### src/rtl/seq_det_scheduler.sv
// ---------------------------------------------------------------------------
// seq_det_scheduler
//
// Round-robin scheduler in front of one shared serial pattern detector.
// Up to NREQ requesters raise req; one winner is granted a frame of
// FRAME_LEN bits.
//
// During the frame, the winner's bit_in lane is shifted into a history
// register, and every PAT_W-bit window equal to the programmed pattern
// counts as a match. After the last bit, one REPORT cycle pulses done with
// the winner's id and the final match count.
//
// Handshake: req is a level that is only looked at in IDLE. The frame
// starts on the clock edge where req is seen; gnt then stays high for
// exactly FRAME_LEN cycles. Dropping req after that edge has no effect.
// Configuration (cfg_we) is only accepted in IDLE.
//
// Ports
//   clk, rst            rising-edge clock, synchronous active-high reset
//   cfg_we              pattern/mode write strobe (IDLE only)
//   cfg_pattern         new pattern; MSB is compared with the oldest bit
//   cfg_overlap         1 = overlapping matches, 0 = restart after a match
//   req[NREQ]           per-requester frame request
//   bit_in[NREQ]        per-requester serial data
//   gnt[NREQ]           one-hot grant, high for the whole SCAN state
//   busy                high in SCAN and REPORT
//   hit                 one-cycle match pulse, one cycle after the bit
//   done                one-cycle frame-complete pulse (REPORT)
//   done_id             requester of the current/last frame
//   match_cnt           matches in the current/last frame, saturates at 31
//   dbg_state           FSM state (0 IDLE, 1 SCAN, 2 REPORT)
// ---------------------------------------------------------------------------
module seq_det_scheduler #(
    parameter int NREQ      = 4,
    parameter int FRAME_LEN = 16,
    parameter int PAT_W     = 4
) (
    input  logic             clk,
    input  logic             rst,
    input  logic             cfg_we,
    input  logic [PAT_W-1:0] cfg_pattern,
    input  logic             cfg_overlap,
    input  logic [NREQ-1:0]  req,
    input  logic [NREQ-1:0]  bit_in,
    output logic [NREQ-1:0]  gnt,
    output logic             busy,
    output logic             hit,
    output logic             done,
    output logic [1:0]       done_id,
    output logic [4:0]       match_cnt,
    output logic [1:0]       dbg_state
);

    localparam int IDW = 2;
    localparam int BCW = (FRAME_LEN > 1) ? $clog2(FRAME_LEN) : 1;
    localparam int VCW = $clog2(PAT_W + 1);

    localparam logic [BCW-1:0]   LAST_BIT = BCW'(FRAME_LEN - 1);
    localparam logic [VCW-1:0]   FULL     = VCW'(PAT_W);
    localparam logic [PAT_W-1:0] RST_PAT  = PAT_W'(4'b1010);

    typedef enum logic [1:0] {
        ST_IDLE   = 2'd0,
        ST_SCAN   = 2'd1,
        ST_REPORT = 2'd2
    } state_t;

    state_t           r_state;
    state_t           w_next;
    logic             w_start;

    logic [IDW-1:0]   r_winner;
    logic [IDW-1:0]   r_last;
    logic [BCW-1:0]   r_bit_cnt;
    logic [PAT_W-1:0] r_hist;
    logic [VCW-1:0]   r_valid;
    logic [PAT_W-1:0] r_pattern;
    logic             r_overlap;
    logic             r_hit;
    logic [4:0]       r_match_cnt;

    logic [IDW-1:0]   w_pick;
    logic             w_found;
    logic [PAT_W-1:0] w_hist_next;
    logic [VCW-1:0]   w_valid_next;
    logic             w_match;

    // Round-robin search starting just above the previous winner. NREQ is a
    // power of two here, so the wrap-around is plain modular addition.
    always_comb begin
        logic [IDW-1:0] v_idx;
        w_pick  = '0;
        w_found = 1'b0;
        v_idx   = '0;
        for (int i = 1; i <= NREQ; i++) begin
            v_idx = r_last + IDW'(i);
            if (!w_found && req[v_idx]) begin
                w_found = 1'b1;
                w_pick  = v_idx;
            end
        end
    end

    // The valid count saturates at PAT_W: only "at least PAT_W bits seen"
    // matters for the match decision.
    assign w_hist_next  = {r_hist[PAT_W-2:0], bit_in[r_winner]};
    assign w_valid_next = (r_valid == FULL) ? r_valid : r_valid + 1'b1;
    assign w_match      = (w_valid_next == FULL) && (w_hist_next == r_pattern);

    // Next-state and state-decoded outputs
    always_comb begin
        w_next  = r_state;
        w_start = 1'b0;
        gnt     = '0;
        busy    = 1'b0;
        done    = 1'b0;
        case (r_state)
            ST_IDLE: begin
                if (w_found) begin
                    w_next  = ST_SCAN;
                    w_start = 1'b1;
                end
            end
            ST_SCAN: begin
                gnt[r_winner] = 1'b1;
                busy          = 1'b1;
                if (r_bit_cnt == LAST_BIT) begin
                    w_next = ST_REPORT;
                end
            end
            ST_REPORT: begin
                busy   = 1'b1;
                done   = 1'b1;
                w_next = ST_IDLE;
            end
            default: w_next = ST_IDLE;
        endcase
    end

    always_ff @(posedge clk) begin
        if (rst) begin
            r_state <= ST_IDLE;
        end else begin
            r_state <= w_next;
        end
    end

    always_ff @(posedge clk) begin
        if (rst) begin
            r_winner    <= '0;
            r_last      <= IDW'(NREQ - 1);  // requester 0 searched first
            r_bit_cnt   <= '0;
            r_hist      <= '0;
            r_valid     <= '0;
            r_pattern   <= RST_PAT;
            r_overlap   <= 1'b1;
            r_hit       <= 1'b0;
            r_match_cnt <= '0;
        end else begin
            r_hit <= 1'b0;
            // A write coinciding with the frame start lands on the same
            // edge, so the new frame already sees the new configuration.
            if (r_state == ST_IDLE && cfg_we) begin
                r_pattern <= cfg_pattern;
                r_overlap <= cfg_overlap;
            end
            if (w_start) begin
                r_winner    <= w_pick;
                r_last      <= w_pick;
                r_bit_cnt   <= '0;
                r_hist      <= '0;
                r_valid     <= '0;
                r_match_cnt <= '0;
            end else if (r_state == ST_SCAN) begin
                r_bit_cnt <= r_bit_cnt + 1'b1;
                r_hist    <= w_hist_next;
                if (w_match) begin
                    r_hit <= 1'b1;
                    if (r_match_cnt != 5'd31) begin
                        r_match_cnt <= r_match_cnt + 5'd1;
                    end
                    // Non-overlapping mode needs PAT_W fresh bits.
                    r_valid <= r_overlap ? w_valid_next : '0;
                end else begin
                    r_valid <= w_valid_next;
                end
            end
        end
    end

    assign hit       = r_hit;
    assign done_id   = r_winner;
    assign match_cnt = r_match_cnt;
    assign dbg_state = r_state;

endmodule

### config.mk
export PLATFORM = sky130hd
export DESIGN_NAME = seq_det_scheduler
export DESIGN_NICKNAME = d
export VERILOG_FILES = /design/src/rtl/seq_det_scheduler.sv
export SDC_FILE = /design/constraint.sdc
export NUM_CORES = 1
export LEC_CHECK = 0
export BUFFER_PORTS_ARGS = -buffer_cell sky130_fd_sc_hd__buf_2
export CORE_UTILIZATION = 49
export DETAILED_ROUTE_END_ITERATION = 8
export MAX_ROUTING_LAYER = met4
export PLACE_DENSITY = 0.7
export SLEW_MARGIN = 20
export SYNTH_ARGS = -nofsm -noshare
export SYNTH_HDL_FRONTEND = slang
export SYNTH_SLANG_ARGS = --single-unit
### constraint.sdc
create_clock -name clk -period 2.7 [get_ports clk]
set_input_delay 0.54 -clock clk [delete_from_list [all_inputs] [get_ports clk]]
set_output_delay 0.54 -clock clk [all_outputs]
set_load 0.02 [all_outputs]
## After elaboration in Yosys (flattened, before gate mapping)

Index checks and enable logic that the tools add are counted.
Widths: inputs -> output; s select.

- Add/sub/neg operators: 6
- Magnitude comparators: 6
- Eq/ne operators: 9
- Mux-type cells: 32
- Bitwise operators: 1
- Reduce and logical (&&, ||, !) cells: 15

Operators by type and width:

| cell | count |
|---|---|
| $lt 2x3->1 const B | 5 |
| $mux 1 | 15 |
| $mux 2 | 6 |
| $bmux 1 s2 | 5 |
| $mux 3 | 3 |
| $eq 3x3->1 const B | 2 |
| $logic_and 1x1->1 | 6 |
| $add 5x1->5 const B | 1 |
| $ne 5x5->1 const B | 1 |
| $add 2x2->2 const B | 2 |
| $add 4x1->4 const B | 1 |
| $eq 4x4->1 | 1 |
| $eq 4x4->1 const B | 1 |
| $mux 4 | 1 |
| $ne 2x2->1 const B | 2 |
| $pmux 2 s2 | 1 |
| $reduce_or 2->1 | 2 |
| $add 3x1->3 const B | 1 |
| $logic_not 1->1 | 3 |
| $reduce_and 3->1 | 1 |
| $reduce_or 3->1 | 1 |
| $add 2x1->2 const B | 1 |
| $demux 1 s2 | 1 |
| $eq 2x1->1 const B | 1 |
| other kinds (5) | 5 |

- Register bits: 27
- Input port bits: 16
- Output and inout port bits: 16
- Logic and storage cells: 79

## Longest topological paths before layout

- Word-level depth: 16
- Mapped depth: 7
- Depth with buffers taken out: 7

## Worst setup path after synthesis

No wires, ideal clock.

- Path type: reg-to-output
- Start: reg r_state[0], in the netlist dbg_state[0]
- End: out gnt[0]
- Arrival: 1883 ps
- Data required time: 2160 ps
- Path slack: 277 ps
- Cell stages (with the launch flop): 5
- Path through: dfxtp_1 -> ha_1 -> clkbuf_1 -> clkbuf_1 -> nor3b_1

- Word-level cells in the longest chain between the ends: 2

RTL lines:

| item | line | source |
|---|---|---|
| from (decl) | 68 | `state_t r_state;` |
| from (signal assigned) | 144 | `r_state <= w_next;` |
| $eq 2x1->1 | 117 | `case (r_state)` |
| $mux 4 | 117 |  |
| to (decl) | 45 | `output logic [NREQ-1:0] gnt,` |

No other way between the ends.

## Worst setup path after layout

- Start: reg r_state[1], in the netlist dbg_state[1]
- End: out gnt[3]

The elaborated chain is that of the path after synthesis.

==> results.ini <==
[floorplanning]
start_util_pct=53.80
die_area_um2=3035
row_count=18
chipWidth_um=55.10
die_h_um=55.10
core-area_um2=2567
ios=32

[sta]
setup_viol=0
rsz0062_at_grt=false
worstMarginPinSlew_ps=480.2
clock.fmax_mhz=458.2
max_slew_margin_pct=67.99
layout_setup_ws_ps=517.6
hold_viol=0
min_period_ps=2182
drv_slew=0
fin_worst_skew_ps=6.090
finalSetupTns_ps=0
hold-worst-slack_ps=472.2
period_share_pct=80.83

[clocking]
cts_hold_buf=0
cts_resized=0
clk_pin_slew_ps=140
clockBufferDepth=2
h-tree-depth=1
cts-root-buf=clkbuf_4
cts_tree=yes
cts-buffers-inserted=3
cts.sinks=27
post_cts_buffers=0
clock_latency_ps=320

[synthesis]
synth_common_cells=dfxtp_1 (27), nor2_1 (21), a21oi_1 (11)
synth-async-reset-ratio_pct=0
syn_area_um2=1381
synth-seq-cells=27
syn_inst=150
yosys.cell_count.top_type=dfxtp_1
ys_top_cells_by_area=dfxtp_1 (39%), ha_1 (7.2%), mux2i_1 (5.8%)
synth_nets=174
synth_area_per_cell_um2=9.209
synth_cell_types=37
synth.largest_area_cell=dfxtp_1
ys_seq_area_share_pct=39.13
synth_enable_flop_cells=0
synth_top_area_share_pct=39.13
synth_flop_cell=dfxtp_1
yosysWarnings=0

[route]
firstDrtPassIters=4
vias=1151
drt_iter0_markers=20
dr_wl_met2_mm=1.478
viasPerCell=5.455
remaining_drc_errors=0
wl_met1_mm=1.156
wl_per_cell_um=12.92
drt-total-wl_mm=2.727
top_layer=met4
drtAntennaViolNets=0
met3WireLength_um=74

[place]
port_buffers=31
hpwl_mm=2.209
gp_congestion=0.7797
dp_slack_ps=535.0

[setup_path]
crit_start=dbg_state[1]
worstSetupPathType=flop to output port
reg2reg_slack_ps=520
cp-end-kind=output port
start_kind=flop
arrival_ps=1640
reg2reg_from=r_valid[0]
rr_worst_depth=7
crit_fanout=12
r2r-end=match_cnt[3]
crit_required_ps=2160

[min_path]
min_to=r_pattern[2]
hp-class=input port to flop
min-delay-start=cfg_pattern[2]
hold_path_depth=3

[grt]
antenna_found_initial=0
grt_max_degree=15
grt_pass1_wl_mm=4.291
grt_overflow=0
grt_pass1_vias=1009
grt_usage_pct=20.85

[final_layout]
num-fill-cells=248
n_antenna_cell=0
drive_gt1_share_pct=24.31
syn2layout_area_growth_pct=15.31
nets=206

[job]
cap_violations=0

[power]
vdd_ir_drop_max_mv=0.6033
power.density_nw_per_um2=707.3
power_leakage_nw=0.7388

[status]
status=finished clean

-- final cells by class --
cell class	instances	area [um2]	share of cell area [%]
Sequential cell	27	540.5	33.94
Multi-Input combinational cell	112	799.5	50.20
Inverter	5	18.77	1.178
Clock buffer	4	26.28	1.650
Timing Repair Buffer	33	170.2	10.68
Tap cell	30	37.54	2.357
-- worst max-delay path, cell delays in order, from the launching register on --
cell and delay [ps]:
dfxtp_1 360, inv_1 80, ha_1 450, and3_2 270, buf_2 160
-- registers in the layout (all words and copies together) (netlist names) --
| name | cells |
|---|---|
| r_valid | 3 |
| r_hist | 3 |
| r_pattern | 4 |
| r_last | 2 |
| match_cnt | 5 |
| dbg_state | 2 |
| r_bit_cnt | 4 |
| done_id | 2 |
| r_overlap | 1 |
| hit | 1 |
-- worst max-delay path by stage --
stage	endpoint	slack [ps]	depth (start not counted)
detailed placement	match_cnt[3]	540	6
finish	gnt[3]	520	4
CTS	gnt[3]	480	4
global placement	match_cnt[3]	600	6
floorplan	gnt[0]	280	4
global route	gnt[0]	340	4
-- stage by stage --
step	cell area, um2	power [mW]	instances	utilization (%)
after floorplan	1381	0.8504	150	-
after global placement	1567	0.9548	207	61.01
after detailed placement	1567	0.9720	207	61.01
after CTS	1593	1.145	211	62.04
after global routing	1593	1.202	211	62.04
final	1593	1.127	211	62.04
-- where the power goes --
part / leakage, nW / internal [mW] / switching, mW
combinational: 0.504 / 0.188 / 0.270
sequential: 0.220 / 0.449 / 0.0530
clock: 0.0150 / 0.0577 / 0.110
total: 0.739 / 0.694 / 0.432
-- logic make-up after synthesis --
kind of cell | after synthesis | synth area share, %
mux | 9 | 7.428
fa+ha+maj | 8 | 7.247
xor+xnor | 9 | 6.251
buf+inv | 11 | 2.989
compound gates | 25 | 11.96
simple gates | 61 | 25.00
flops | 27 | 39.13
-- cell usage in the layout (no fill, tap or decap), types with 2 or more instances in the layout --
master    netlist  routed
nand2b_1        6       6
a21oi_1        11      11
ha_1            8       8
o21ai_1         2       2
nand3_1         5       5
or3_1           2       2
a211o_1         3       3
xnor2_1         2       2
buf_4           0       2
nor2_1         21      21
nand2_1         8       8
buf_2           0      31
dfxtp_1        27      27
nor2b_1         3       3
clkbuf_4        0       3
xor2_1          6       6
nor3_1          4       4
inv_1           5       5
mux2i_1         8       8
and3_1          4       4
-- layer usage --
metal  vias up  GRT usage [%]
met5         -              -
met1       549          21.70
met3         2          4.918
met4         0          8.750
li1        590              -
met2        10          37.35
No activity file was read; power rests on OpenSTA's default activity.
